File: config.mk
export PLATFORM = sky130hd
export DESIGN_NAME = mac_seq_top
export DESIGN_NICKNAME = d
export VERILOG_FILES = /design/src/rtl/mac_seq_top.sv
export SDC_FILE = /design/constraint.sdc
export NUM_CORES = 1
export LEC_CHECK = 0
export ABC_CLOCK_PERIOD_IN_PS = 4200
export CAP_MARGIN = 20
export CELL_PAD_IN_SITES_DETAIL_PLACEMENT = 0
export CELL_PAD_IN_SITES_GLOBAL_PLACEMENT = 1
export CORE_ASPECT_RATIO = 0.6
export CORE_MARGIN = 2
export CORE_UTILIZATION = 48
export CTS_BUF_LIST = sky130_fd_sc_hd__clkbuf_16
export DETAILED_ROUTE_END_ITERATION = 6
export PLACE_DENSITY_LB_ADDON = 0.1
export SYNTH_ARGS = -nofsm -noshare
export SYNTH_HDL_FRONTEND = slang
export SYNTH_SLANG_ARGS = --single-unit
File: constraint.sdc
create_clock -name clk -period 4.2 [get_ports clk]
set_clock_uncertainty 0.2 [all_clocks]
set_input_delay 1.05 -clock clk [delete_from_list [all_inputs] [get_ports clk]]
set_output_delay 1.05 -clock clk [all_outputs]
set_load 0.01 [all_outputs]
File: src/rtl/mac_seq_top.sv
// Sequential multiply/accumulate datapath: ROM operand fetch, W-cycle shift-add
// multiply, and a RAM write (overwrite or accumulate) behind a start/busy/done handshake.
module mac_seq_top #(
  parameter int W  = 4,
  parameter int AW = 3
) (
  input  logic            clk,
  input  logic            rst,
  input  logic            start,
  input  logic            acc,
  input  logic [AW-1:0]   adr1_r,
  input  logic [AW-1:0]   adr2_r,
  input  logic [AW-1:0]   adr_ram,
  input  logic [AW-1:0]   rd_adr,
  output logic [2*W-1:0]  result,
  output logic [2:0]      st_out,
  output logic            busy,
  output logic            done
);

  localparam int CW    = (W > 1) ? $clog2(W) : 1;
  localparam int DEPTH = 1 << AW;

  typedef enum logic [2:0] {
    S_IDLE = 3'd0,
    S_LD_A = 3'd1,
    S_LD_B = 3'd2,
    S_MUL  = 3'd3,
    S_WR   = 3'd4,
    S_DONE = 3'd5
  } state_t;

  state_t          r_state, w_next;
  logic [AW-1:0]   r_adr1, r_adr2, r_adr_w;
  logic            r_acc;
  logic [W-1:0]    r_r0, r_r1;
  logic [2*W-1:0]  r_p, r_m;
  logic [CW-1:0]   r_cnt;
  logic [2*W-1:0]  r_ram [DEPTH];
  logic [2*W-1:0]  r_result;
  logic            w_mul_last;

  // Constant ROM: rom[i] = (2^W - 1 - i) mod 2^W, i.e. the bitwise inverse of i in W bits.
  function automatic logic [W-1:0] rom_rd(input logic [AW-1:0] a);
    logic [W-1:0] v;
    v = W'(a);
    return ~v;
  endfunction

  assign w_mul_last = (r_cnt == CW'(W - 1));

  always_ff @(posedge clk or negedge rst) begin
    if (!rst) r_state <= S_IDLE;
    else      r_state <= w_next;
  end

  always_comb begin
    w_next = r_state;
    case (r_state)
      S_IDLE:  if (start) w_next = S_LD_A;
      S_LD_A:  w_next = S_LD_B;
      S_LD_B:  w_next = S_MUL;
      S_MUL:   if (w_mul_last) w_next = S_WR;
      S_WR:    w_next = S_DONE;
      S_DONE:  w_next = S_IDLE;
      default: w_next = S_IDLE;
    endcase
  end

  always_ff @(posedge clk or negedge rst) begin
    if (!rst) begin
      r_adr1  <= '0;
      r_adr2  <= '0;
      r_adr_w <= '0;
      r_acc   <= 1'b0;
      r_r0    <= '0;
      r_r1    <= '0;
      r_p     <= '0;
      r_m     <= '0;
      r_cnt   <= '0;
    end else begin
      case (r_state)
        S_IDLE: if (start) begin
          r_adr1  <= adr1_r;
          r_adr2  <= adr2_r;
          r_adr_w <= adr_ram;
          r_acc   <= acc;
        end
        S_LD_A: begin
          r_r0 <= rom_rd(r_adr1);
          r_p  <= '0;
        end
        S_LD_B: begin
          r_r1  <= rom_rd(r_adr2);
          r_m   <= {{W{1'b0}}, r_r0};
          r_cnt <= '0;
        end
        // One shift-add step per cycle, multiplier bits consumed LSB first.
        S_MUL: begin
          if (r_r1[0]) r_p <= r_p + r_m;
          r_m   <= r_m << 1;
          r_r1  <= r_r1 >> 1;
          r_cnt <= r_cnt + CW'(1);
        end
        default: ;
      endcase
    end
  end

  // Read port registers the old word, so a same-address write shows up one edge later.
  always_ff @(posedge clk or negedge rst) begin
    if (!rst) begin
      for (int i = 0; i < DEPTH; i++) r_ram[i] <= '0;
      r_result <= '0;
    end else begin
      r_result <= r_ram[rd_adr];
      if (r_state == S_WR)
        r_ram[r_adr_w] <= r_acc ? (r_ram[r_adr_w] + r_p) : r_p;
    end
  end

  assign result = r_result;
  assign st_out = r_state;
  assign busy   = (r_state != S_IDLE);
  assign done   = (r_state == S_DONE);

endmodule

==> out/results.txt, run 1 <==
Status -> finished, final reports clean
Chip width -> 149.7 um
Hold WS -> 0.2623 ns
Filler instances -> 1108
Synth Area in XOR/XNOR -> 1.432%
Design Area, Final -> 6832 um2
PortBufs -> 28
Flops & latches, synth -> 111
Max IR drop VDD -> 0.2292 mV
DRC -> 0
Dpl ws -> 0.5843 ns
CP Class -> flop to flop
First-pass GRT wire length -> 25.34 mm
Fmax -> 0.2723 GHz
Cts hold-fix bufs -> 0
Leading area contributor after synthesis -> dfrtp_1
Dpl cell area -> 6513 um2
TritonCTS Buffers -> 9
Mapped Cells -> 606
Final slew viol count -> 0
Hold/Removal Path Class -> flop to flop
# setup viols final -> 0
Postcts setup bufs -> 0
Mux cell area share after synthesis -> 15.45%
Pwr dens -> 564.2 nW/um2
Synth Area in Compound Gates -> 13.26%
Max_cap viols -> 0
Endpoint class of the critical path -> flop
RSZ-0062 raised after global routing -> false
Ys async rst share -> 100.0%
Clock Latency Late Sink -> 0.36 ns
Via/cell ratio -> 6.013
Worst Setup Start Kind -> flop
Count leader, synth -> dfrtp_1
Crit path max fanout -> 16
Synth area leaders -> dfrtp_1 (45%), mux4_2 (8.8%), nand2_1 (5.6%)
H-tree Lvls -> 3
Clock transition at the registers of the reported paths -> 0.08 ns
Initial core utilization -> 49.90%
Most frequent cells after synthesis -> dfrtp_1 (111), nand2_1 (92), o21ai_0 (61), nor2_1 (38), a21oi_1 (37)
Routed wire per std cell -> 19.74 um
Rows -> 31
IO Count -> 29
Layout area overhead -> 11.70%
Vias -> 4720
Post-synth EDFFs -> 0
Sum Neg Setup Slack -> 0 ns
LEAKAGE -> 3.015 nW
Routability cong. -> 0.8817
Layout cell share with drive strength beyond 1 -> 13.87%
Max transition margin -> 35.66%
Total core area -> 12260 um2
Synth Area in Adders -> 3.723%
Yosys warns -> 0
Die area -> 13690 um2
Ys flop type -> dfrtp_1
CTS Root Cell -> clkbuf_16
GRT Residual Overflow -> 0
Hpwl dp -> 10.97 mm
Final Core Density -> 55.74%
Shortest period the worst path allows -> 3.673 ns
Setup WS post-layout -> 0.5272 ns
Simple-gate share of the synthesized area -> 16.96%
Synth Cell Area -> 6116 um2
Crit share post-route -> 87.45%
DRT iter0 DRCs -> 394
Final #Nets -> 648
Die H -> 91.44 um
Vias in the first global route -> 4511
Syn nets -> 639
Post-synthesis sequential area ratio -> 45.42%
Diodes inserted -> 0
Total GRT Usage -> 24.20%
CTS tree -> built
WL final -> 15.50 mm
Clk sinks -> 111
Post-cts sizing count -> 0
Clk buf depth -> 2
Largest net degree at the start of global routing -> 62
DRT antenna net count -> 0
Synth unique cells -> 50
Least-Margin Pin Slew -> 0.9651 ns
Critical path required time -> 4.23 ns
Initial antenna violation count -> 0
Average size of a mapped cell -> 10.09 um2
Final hold vios -> 0
Main combinational cell family by area after synthesis -> simple AND/OR/NAND/NOR gates
Critical path arrival -> 3.71 ns
First-pass DRT Iterations -> 5
Area share of the largest cell type after synthesis -> 45.42%
==> per-layer routing <==
metal,GRT usage [%],vias to the layer above,share of wire [%]
met5,0,-,0
met4,5.267,0,0.94
met3,5.126,15,6.2
met2,32.00,164,41
met1,39.88,2324,52
li1,-,2217,-
==> metrics by stage <==
step / total power, W / instances
5_1_grt: 0.004099 / 785
4_1_cts: 0.003862 / 785
3_3_place_gp: 0.002895 / 769
3_5_place_dp: 0.002932 / 769
2_1_floorplan: 0.002496 / 606
6_report: 0.003855 / 785
==> final cells by class <==
cell class              count  area, um2  area share, %
clock buffers               9      225.2          3.297
well taps                 165      206.4          3.022
multi-input cells         441       3108          45.49
repair buffers             42      382.9          5.604
clock inverters             7      93.84          1.374
inverters                  10      37.54         0.5495
flip-flops and latches    111       2778          40.66
==> sequential cells by signal (all words and copies together) (netlist names), 4 cells and up <==
name / count
r_ram: 64
r_r1: 4
r_p: 8
result: 8
r_m: 8
r_r0: 4
==> cells by family (layout without fill, tap and decap cells) <==
logic type | after synthesis | after routing
DFF | 111 | 111
AOI/OAI and AO/OA | 135 | 135
adders and majority gates | 17 | 17
muxes | 61 | 61
and+or+nand+nor | 218 | 218
xor gates and xnor gates | 10 | 10
buffers and inverters | 54 | 68
==> cells in the final DEF, fill, tap and decap left out, types with 15 or more instances in the layout <==
cell type,netlist,layout
buf_4,0,15
nand2_1,92,92
nor2_1,38,38
nand4_1,20,20
a21oi_1,37,37
dfrtp_1,111,111
o21ai_0,61,61
mux4_2,24,24
mux2_2,23,23
clkdlybuf4s50_1,0,27
ha_1,15,15
nand3_1,20,20
==> path summary, 6_finish.rpt <==
check                           startpoint        end  slack (ns)  depth (start not counted)
worst min-delay path             r_adr1[1]    r_r0[1]        0.26                          1
worst max-delay path            r_adr_w[1]  r_ram[55]        0.53                         11
worst max register to register  r_adr_w[1]  r_ram[55]        0.53                         11
max in group asynchronous              rst  r_ram[21]        2.40                          2
worst min register to register   r_adr1[1]    r_r0[1]        0.26                          1
min in group asynchronous              rst  r_adr2[0]        0.58                          1
==> where the power goes <==
group	internal [W]	leakage, nW	total (W)	switching, W
logic	0.000566	1.37	0.00133	0.000763
registers	0.00128	1.49	0.00160	0.000325
clock network	0.000524	0.158	0.000924	0.000400
==> critical path, cell delays in order (launching register included) <==
cell	delay, ns
dfrtp_1	0.76
buf_4	0.30
mux4_2	0.31
mux2i_1	0.29
inv_1	0.08
ha_1	0.28
nand3_1	0.13
a211oi_1	0.27
or2_2	0.37
nor3_1	0.11
a2111oi_2	0.37
nand2_1	0.09
Note: power is estimated with default switching activity, not from simulation.
==> inputs of run 2 (changes only) <==
Settings changed: SKIP_CTS_REPAIR_TIMING set to 1.
==> results of run 2 <==
The final DEF is identical to that of run 1; final timing and power are the same.
